<file path="config.mk">
export PLATFORM = sky130hd
export DESIGN_NAME = ram_op_sequencer_flat
export DESIGN_NICKNAME = d
export VERILOG_FILES = /design/src/rtl/ram_op_sequencer_pkg.sv /design/src/rtl/ram_op_sequencer_if.sv /design/src/rtl/ram_op_sequencer_alu.sv /design/src/rtl/ram_op_sequencer.sv /design/src/flat_wrapper.sv
export SDC_FILE = /design/constraint.sdc
export NUM_CORES = 1
export LEC_CHECK = 0
export ABC_AREA = 1
export CAP_MARGIN = 20
export CORE_AREA = 2 2 106 57
export CTS_CLUSTER_DIAMETER = 60
export DETAILED_ROUTE_END_ITERATION = 7
export DIE_AREA = 0 0 108 59
export PLACE_DENSITY = 0.81
export SYNTH_ARGS = -nofsm -noshare
export SYNTH_HDL_FRONTEND = slang
export SYNTH_HIERARCHICAL = 1
export SYNTH_SLANG_ARGS = --single-unit
export TNS_END_PERCENT = 20
</file>
<file path="constraint.sdc">
create_clock -name CLK -period 6.6 [get_ports CLK]
set_clock_uncertainty 0.2 [all_clocks]
set_input_delay 1.32 -clock CLK [delete_from_list [all_inputs] [get_ports CLK]]
set_output_delay 1.32 -clock CLK [all_outputs]
set_load 0.01 [all_outputs]
</file>
<file path="src/rtl/ram_op_sequencer_pkg.sv">
// Shared definitions for the RAM operand sequencer: state encoding and ALU opcodes.
package ram_op_pkg;

    localparam int unsigned OP_W = 3;

    localparam logic [1:0] ST_IDLE  = 2'd0;
    localparam logic [1:0] ST_READ  = 2'd1;
    localparam logic [1:0] ST_EXEC  = 2'd2;
    localparam logic [1:0] ST_WRITE = 2'd3;

    localparam logic [OP_W-1:0] OP_ADD = 3'b000;
    localparam logic [OP_W-1:0] OP_SUB = 3'b001;
    localparam logic [OP_W-1:0] OP_AND = 3'b010;
    localparam logic [OP_W-1:0] OP_OR  = 3'b011;
    localparam logic [OP_W-1:0] OP_XOR = 3'b100;
    localparam logic [OP_W-1:0] OP_NOT = 3'b101;
    localparam logic [OP_W-1:0] OP_SHL = 3'b110;
    localparam logic [OP_W-1:0] OP_SHR = 3'b111;

endpackage

</file>
<file path="src/rtl/ram_op_sequencer_if.sv">
// Instruction handshake plus RAM port A/B/C bus for the sequencer.
// FLAG_Z/FLAG_C exist only when RAM_OP_SEQUENCER_FLAGS_EN is defined.
interface ram_op_sequencer_if
    import ram_op_pkg::*;
#(
    parameter int unsigned DATA_W = 8,
    parameter int unsigned ADDR_W = 8
);
    logic              IN_VALID;
    logic              IN_READY;
    logic [OP_W-1:0]   IN_OP;
    logic [ADDR_W-1:0] IN_SRC_A;
    logic [ADDR_W-1:0] IN_SRC_B;
    logic [ADDR_W-1:0] IN_DST;
    logic [ADDR_W-1:0] Addr_A;
    logic [DATA_W-1:0] Data_A;
    logic [ADDR_W-1:0] Addr_B;
    logic [DATA_W-1:0] Data_B;
    logic [ADDR_W-1:0] Addr_C;
    logic [DATA_W-1:0] Data_C;
    logic              WE_C;
    logic              DONE;
`ifdef RAM_OP_SEQUENCER_FLAGS_EN
    logic              FLAG_Z;
    logic              FLAG_C;
`endif

    // Sequencer side
    modport slave (
        input  IN_VALID, IN_OP, IN_SRC_A, IN_SRC_B, IN_DST, Data_A, Data_B,
        output IN_READY, Addr_A, Addr_B, Addr_C, Data_C, WE_C, DONE
`ifdef RAM_OP_SEQUENCER_FLAGS_EN
        , FLAG_Z, FLAG_C
`endif
    );

    // Instruction source / RAM side
    modport master (
        output IN_VALID, IN_OP, IN_SRC_A, IN_SRC_B, IN_DST, Data_A, Data_B,
        input  IN_READY, Addr_A, Addr_B, Addr_C, Data_C, WE_C, DONE
`ifdef RAM_OP_SEQUENCER_FLAGS_EN
        , FLAG_Z, FLAG_C
`endif
    );

endinterface

</file>
<file path="src/rtl/ram_op_sequencer_alu.sv">
// Combinational 8-op ALU; the carry output exists only with RAM_OP_SEQUENCER_FLAGS_EN.
module ram_op_alu
    import ram_op_pkg::*;
#(
    parameter int unsigned DATA_W = 8
) (
    input  logic [OP_W-1:0]   op,
    input  logic [DATA_W-1:0] a,
    input  logic [DATA_W-1:0] b,
    output logic [DATA_W-1:0] result
`ifdef RAM_OP_SEQUENCER_FLAGS_EN
    ,
    output logic              carry
`endif
);

`ifdef RAM_OP_SEQUENCER_FLAGS_EN
    // Extra top bit carries add carry-out, subtract borrow, or the shifted-out bit
    logic [DATA_W:0] wide;

    always_comb begin
        wide = '0;
        case (op)
            OP_ADD: wide = {1'b0, a} + {1'b0, b};
            OP_SUB: wide = {1'b0, a} - {1'b0, b};
            OP_AND: wide = {1'b0, a & b};
            OP_OR:  wide = {1'b0, a | b};
            OP_XOR: wide = {1'b0, a ^ b};
            OP_NOT: wide = {1'b0, ~a};
            OP_SHL: wide = {a, 1'b0};
            OP_SHR: wide = {a[0], 1'b0, a[DATA_W-1:1]};
        endcase
    end

    assign result = wide[DATA_W-1:0];
    assign carry  = wide[DATA_W];
`else
    always_comb begin
        result = '0;
        case (op)
            OP_ADD: result = a + b;
            OP_SUB: result = a - b;
            OP_AND: result = a & b;
            OP_OR:  result = a | b;
            OP_XOR: result = a ^ b;
            OP_NOT: result = ~a;
            OP_SHL: result = {a[DATA_W-2:0], 1'b0};
            OP_SHR: result = {1'b0, a[DATA_W-1:1]};
        endcase
    end
`endif

endmodule

</file>
<file path="src/rtl/ram_op_sequencer.sv">
// Non-pipelined read/exec/write controller for the dual-port operand RAM.
// Optional FLAG_Z/FLAG_C outputs: define RAM_OP_SEQUENCER_FLAGS_EN.
module ram_op_sequencer
    import ram_op_pkg::*;
#(
    parameter int unsigned DATA_W = 8,
    parameter int unsigned ADDR_W = 8
) (
    input  logic            CLK,
    input  logic            RST_N,
    ram_op_sequencer_if.slave bus
);

    logic [1:0]        state;
    logic [OP_W-1:0]   op_q;
    logic [ADDR_W-1:0] src_a_q;
    logic [ADDR_W-1:0] src_b_q;
    logic [ADDR_W-1:0] dst_q;
    logic [DATA_W-1:0] z_q;
    logic [DATA_W-1:0] alu_result;
`ifdef RAM_OP_SEQUENCER_FLAGS_EN
    logic              alu_carry;
    logic              flag_z_q;
    logic              flag_c_q;
`endif

    ram_op_alu #(.DATA_W(DATA_W)) u_alu (
        .op     (op_q),
        .a      (bus.Data_A),
        .b      (bus.Data_B),
        .result (alu_result)
`ifdef RAM_OP_SEQUENCER_FLAGS_EN
        ,
        .carry  (alu_carry)
`endif
    );

    always_ff @(posedge CLK or negedge RST_N) begin
        if (!RST_N) begin
            state   <= ST_IDLE;
            op_q    <= '0;
            src_a_q <= '0;
            src_b_q <= '0;
            dst_q   <= '0;
            z_q     <= '0;
`ifdef RAM_OP_SEQUENCER_FLAGS_EN
            flag_z_q <= 1'b0;
            flag_c_q <= 1'b0;
`endif
        end else begin
            case (state)
                ST_IDLE: begin
                    if (bus.IN_VALID) begin
                        op_q    <= bus.IN_OP;
                        src_a_q <= bus.IN_SRC_A;
                        src_b_q <= bus.IN_SRC_B;
                        dst_q   <= bus.IN_DST;
                        state   <= ST_READ;
                    end
                end
                ST_READ: state <= ST_EXEC;
                ST_EXEC: begin
                    z_q   <= alu_result;
`ifdef RAM_OP_SEQUENCER_FLAGS_EN
                    flag_z_q <= (alu_result == '0);
                    flag_c_q <= alu_carry;
`endif
                    state <= ST_WRITE;
                end
                ST_WRITE: state <= ST_IDLE;
            endcase
        end
    end

    // Strobes decode straight from state so an async reset drops them at once
    assign bus.IN_READY = (state == ST_IDLE);
    assign bus.WE_C     = (state == ST_WRITE);
    assign bus.DONE     = (state == ST_WRITE);
    assign bus.Addr_A   = src_a_q;
    assign bus.Addr_B   = src_b_q;
    assign bus.Addr_C   = dst_q;
    assign bus.Data_C   = z_q;
`ifdef RAM_OP_SEQUENCER_FLAGS_EN
    assign bus.FLAG_Z   = flag_z_q;
    assign bus.FLAG_C   = flag_c_q;
`endif

endmodule
</file>
<file path="src/flat_wrapper.sv">
// flat-port wrapper written by rule: the top's interface ports become plain ports
module ram_op_sequencer_flat import ram_op_pkg::*;
#(
    parameter int unsigned DATA_W = 8,
    parameter int unsigned ADDR_W = 8
)
  (CLK, RST_N, bus_IN_VALID, bus_IN_OP, bus_IN_SRC_A, bus_IN_SRC_B, bus_IN_DST, bus_Data_A, bus_Data_B, bus_IN_READY, bus_Addr_A, bus_Addr_B, bus_Addr_C, bus_Data_C, bus_WE_C, bus_DONE);
  ram_op_sequencer_if #(.DATA_W(DATA_W), .ADDR_W(ADDR_W)) bus_i ();
  input  logic CLK;
  input  logic RST_N;
  input wire logic [$bits(bus_i.IN_VALID)-1:0] bus_IN_VALID;
  input wire logic [$bits(bus_i.IN_OP)-1:0] bus_IN_OP;
  input wire logic [$bits(bus_i.IN_SRC_A)-1:0] bus_IN_SRC_A;
  input wire logic [$bits(bus_i.IN_SRC_B)-1:0] bus_IN_SRC_B;
  input wire logic [$bits(bus_i.IN_DST)-1:0] bus_IN_DST;
  input wire logic [$bits(bus_i.Data_A)-1:0] bus_Data_A;
  input wire logic [$bits(bus_i.Data_B)-1:0] bus_Data_B;
  output wire logic [$bits(bus_i.IN_READY)-1:0] bus_IN_READY;
  output wire logic [$bits(bus_i.Addr_A)-1:0] bus_Addr_A;
  output wire logic [$bits(bus_i.Addr_B)-1:0] bus_Addr_B;
  output wire logic [$bits(bus_i.Addr_C)-1:0] bus_Addr_C;
  output wire logic [$bits(bus_i.Data_C)-1:0] bus_Data_C;
  output wire logic [$bits(bus_i.WE_C)-1:0] bus_WE_C;
  output wire logic [$bits(bus_i.DONE)-1:0] bus_DONE;
  assign bus_i.IN_VALID = bus_IN_VALID;
  assign bus_i.IN_OP = bus_IN_OP;
  assign bus_i.IN_SRC_A = bus_IN_SRC_A;
  assign bus_i.IN_SRC_B = bus_IN_SRC_B;
  assign bus_i.IN_DST = bus_IN_DST;
  assign bus_i.Data_A = bus_Data_A;
  assign bus_i.Data_B = bus_Data_B;
  assign bus_IN_READY = bus_i.IN_READY;
  assign bus_Addr_A = bus_i.Addr_A;
  assign bus_Addr_B = bus_i.Addr_B;
  assign bus_Addr_C = bus_i.Addr_C;
  assign bus_Data_C = bus_i.Data_C;
  assign bus_WE_C = bus_i.WE_C;
  assign bus_DONE = bus_i.DONE;
  ram_op_sequencer #(.DATA_W(DATA_W), .ADDR_W(ADDR_W)) u_core (.CLK(CLK), .RST_N(RST_N), .bus(bus_i));
endmodule
</file>
* Word level (Yosys, flattened, before mapping) *
Index checks and enable logic that the tools add are counted.

cells by class
  divide/modulo/power cells = 0
  multiplexer cells = 3
  add/subtract/negate cells = 2
  shift operators = 0
  reductions and logical operators = 3
  order comparisons = 0
  multipliers = 0
  bitwise logic cells = 4
  equal/unequal tests = 11

operators by type and width
  kind                  count
  $pmux W8 S8           1
  $eq A3 B3 Y1 const B  4
  $add A8 B8 Y8         1
  $and A8 B8 Y8         1
  $not A8 Y8            1
  $or A8 B8 Y8          1
  $pmux W2 S4           1
  $sub A8 B8 Y8         1
  $xor A8 B8 Y8         1
  $eq A3 B2 Y1 const B  2
  $eq A2 B2 Y1 const B  2
  $eq A3 B1 Y1 const B  1
  $logic_not A3 Y1      1
  $eq A2 B1 Y1 const B  1
  $logic_not A2 Y1      1
  $mux W2               1
  $ne A2 B2 Y1 const B  1
  $reduce_and A2 Y1     1

word-level totals
  ROM bits = 0
  RAM bits = 0
  output and inout bits = 35
  bits in latches = 0
  memories = 0
  register bits after elaboration = 37

* Longest topological paths before layout *
  depth after elaboration = 2
  gate-level depth with buffers = 20

* By module *
Netlist, hierarchy kept.

by module, submodules not included
  module            times used  area each (µm²)  cells each
  ram_op_sequencer  1           1565.3           171
  ram_op_alu        1           1119.8           193

* Worst setup path before layout *
No wires, ideal clock.

  path type = input port to flip-flop
  start point = input bus_Data_B[0]
  end point = register u_core.z_q[6], in the netlist u_core/bus.Data_C[6]
  data arrival time = 2950 ps
  library setup time = 117 ps
  cell stages on the path = 17
  path slack = 3333 ps
  cells stage by stage = inv_1 > ha_1 > inv_1 > nor2_1 > nand2_1 > nand2_1 > xor2_1 > inv_1 > ha_1 > nand2_1 > or2_2 > nand4_1 > nand2_1 > nand2_1 > nand2_1 > nand2_1 > nand2_1

on the way
  word-level cells in the longest chain between the ends = 2
  elaborated cells between the ends (all ways) = 3
  classes of those cells = add/sub: 2; mux: 1

RTL lines
  what                                            RTL line                                                source
  from (decl)                                     flat_wrapper.sv:17                                      input wire logic [$bits(bus_i.Data_B)-1:0] bus_Data_B;
  $sub A8 B8 Y8 or $add A8 B8 Y8 (tied branches)  ram_op_sequencer_alu.sv:42, ram_op_sequencer_alu.sv:41
  $pmux W8 S8 (*)                                 ram_op_sequencer_alu.sv:40                              case (op)
  net u_core.alu_result[6]                        ram_op_sequencer.sv:20                                  logic [DATA_W-1:0] alu_result;
  to (signal assigned)                            ram_op_sequencer.sv:63                                  z_q <= alu_result;
  to (decl)                                       ram_op_sequencer.sv:19                                  logic [DATA_W-1:0] z_q;

The timed path passes the listed nets; every way through them passes the cells marked *.
A chain may end at the register's enable or synchronous reset.

* Final worst setup path *
Ends and elaborated chain as after synthesis.

==> impl_metrics.tcl <==
set metrics [dict create \
    synth_area_sq_um 2690 \
    clockBufferDepth 2 \
    num_rows 19 \
    grt_pass1_vias 2469 \
    cts-resized-gates 0 \
    slew_headroom_pct 29.3 \
    rsz0062_at_grt "no" \
    clock-sinks 37 \
    avgSynthCellArea_sq_um 7.38 \
    area_growth_syn_to_layout_pct 33.1 \
    ant_nets 0 \
    first_iter_violations 162 \
    grt_pass1_wl_microns 11000 \
    drc 0 \
    cts-root-buf "clkbuf_8" \
    min_period_ns 3.69 \
    drive_above_1_share_pct 3.63 \
    slew_viol_final 0 \
    grt_max_degree 38 \
    die-width_microns 108 \
    ctsHtreeMaxLevel 2 \
    maxCapViolCount 0 \
    routed_wl_microns 6610 \
    gp_congestion 0.813 \
    port_buffers 80 \
    num_vias 2568 \
    diodes 0 \
    clock.fmax_ghz 0.271 \
    setup-violations-final 0 \
    worstSetupEndpointType "flop" \
    startpoint_type "primary input" \
    clkLatencyLatePin_ns 0.29 \
    ys_seq_elements 37 \
    coreArea_sq_um 5350 \
    design.portCount 81 \
    setup_ws_ns 2.91 \
    grt_antenna_before_repair 0 \
    crit_type "in -> reg" \
    syn_inst 364 \
    numCtsBuffers 5 \
    arrival_ns 3.71 \
    drt-wirelength-per-cell_microns 12.9 \
    hold_class "reg -> reg" \
    final_common_cell "nand2_1" \
    postCtsHoldBufs 0 \
    synth_cell_types 26 \
    dieHeight_microns 59 \
    syn_nets 439 \
    gr-total-overflow 0 \
    status "complete, no violations" \
    dpl_worst_slack_ns 2.62 \
    cts_tree "done" \
    yosysSeqAreaShare_pct 34.5 \
    clk_pin_slew_worst_paths_ns 0.06 \
    vdd_drop_max_v 0.000228 \
    start_util_pct 50.2 \
    post_cts_buffers 0 \
    cp_max_fo 4 \
    critical_path_required_ns 6.63 \
    tightest_slew_ns 1.06 \
    nets 516 \
    firstDrtPassIters 4 \
    post-route-period-util_pct 55.9 \
    post-dp-hpwl_microns 5010 \
    die_area_sq_um 6370 \
    pwr_density_cell_nw_per_um2 391 \
    ys_warn_count 6 \
    grt_util_all_layers_pct 22.0 \
    tns_ns 0 \
    viasPerCell 5.00 \
    filler_cell_count 476 \
    leakage_nw 1.89 \
    final_cell_mix "140 x nand2_1, 79 x clkdlybuf4s50_1, 42 x inv_1" \
    finalHoldViolations 0 \
]
[metal layers]
metal | global-route usage [%] | vias to the layer above | routed length (microns)
li1 | - | 1303 | -
met1 | 27.8 | 1193 | 3000
met2 | 39.3 | 63 | 3200
met3 | 3.96 | 9 | 309
met4 | 6.96 | 0 | 92
met5 | 0 | - | 0
[cell families (layout without fill, tap and decap cells)]
kind of cell | count (synthesis) | count (layout) | synth area share, %
and+or+nand+nor | 210 | 210 | 33.3
adders and majority gates | 29 | 29 | 13.8
AOI/OAI and AO/OA | 25 | 25 | 5.78
xor gates and xnor gates | 9 | 9 | 2.94
buffers and inverters | 54 | 131 | 9.69
DFF | 37 | 37 | 34.5
[stage by stage]
stage | hold slack, ns | utilization, % | std cells | total power, mW | instance area [sq um]
global route | 0.297 | 66.8 | 514 | 1.53 | 3570
global placement | 0.253 | 64.9 | 506 | 1.21 | 3470
CTS | 0.275 | 66.5 | 513 | 1.40 | 3560
finish | 0.270 | 66.8 | 514 | 1.40 | 3570
floorplan | 0.303 | - | 364 | 0.905 | 2690
detailed placement | 0.258 | 64.9 | 506 | 1.23 | 3470
[state kept, by name, indices dropped and copies added (netlist names)]
register	count
u_core/bus.Addr_B	8
u_core/bus.Addr_C	8
u_core/bus.Data_C	8
u_core/bus.Addr_A	8
u_core/op_q	3
u_core/state	2
[Yosys cell counts, drive strengths merged]
master   number  area share [%]
buf          11             3.7
o2111ai       5             1.6
a22oi         1            0.28
a21oi         7             1.3
xor2          8             2.6
nand3        41             7.6
o22ai         4            0.93
o21ai         7             1.3
fa            1            0.75
nor2         18             2.8
inv          42             5.9
or2           1            0.23
nand4         4            0.93
o221ai        1            0.33
dfrtp        37              34
xnor2         1            0.33
nand2       145              21
clkinv        1            0.14
nor3          1            0.61
ha           28              13
[worst max-delay path: stages]
cell and delay [ns]:
clkdlybuf4s50_1 0.45, inv_1 0.13, ha_1 0.16, inv_1 0.04, nor2_1 0.13, nand2_1 0.07
nand2_1 0.07, xor2_1 0.15, inv_1 0.05, ha_1 0.34, nand2_1 0.08, or2_2 0.31
nand3_1 0.07, nand2_1 0.05, nand2_1 0.05, nand2_1 0.05, nand2_1 0.06, nand2_1 0.05
nand2_1 0.08
[power breakdown]
group          internal, mW  switching (mW)  total, mW
combinational         0.379           0.450      0.828
sequential            0.335          0.0807      0.416
clock                0.0827          0.0722      0.155
[final cells by class]
cell class	count	area, sq um	share of cell area, %
multi-input combinational	273	1500	41.9
timing repair buffer	81	811	22.7
tap	73	91.3	2.56
inverter	43	161	4.52
sequential	37	926	25.9
clock buffer	7	86.3	2.42
[final timing paths]
path	start	endpoint	slack, ns	cells past startpoint
worst max register to register	u_core/op_q[2]	u_core/bus.Data_C[6]	3.88	15
worst min-delay path	u_core/bus.Addr_C[0]	u_core/bus.Addr_C[0]	0.27	2
max in group asynchronous	RST_N	u_core/bus.Data_C[6]	4.80	1
min in group asynchronous	RST_N	u_core/bus.Addr_C[1]	0.91	1
worst min register to register	u_core/bus.Addr_C[0]	u_core/bus.Addr_C[0]	0.27	2
worst max-delay path	bus_Data_B[0]	u_core/bus.Data_C[6]	2.91	19
Power figures use the tool's default switching activity.
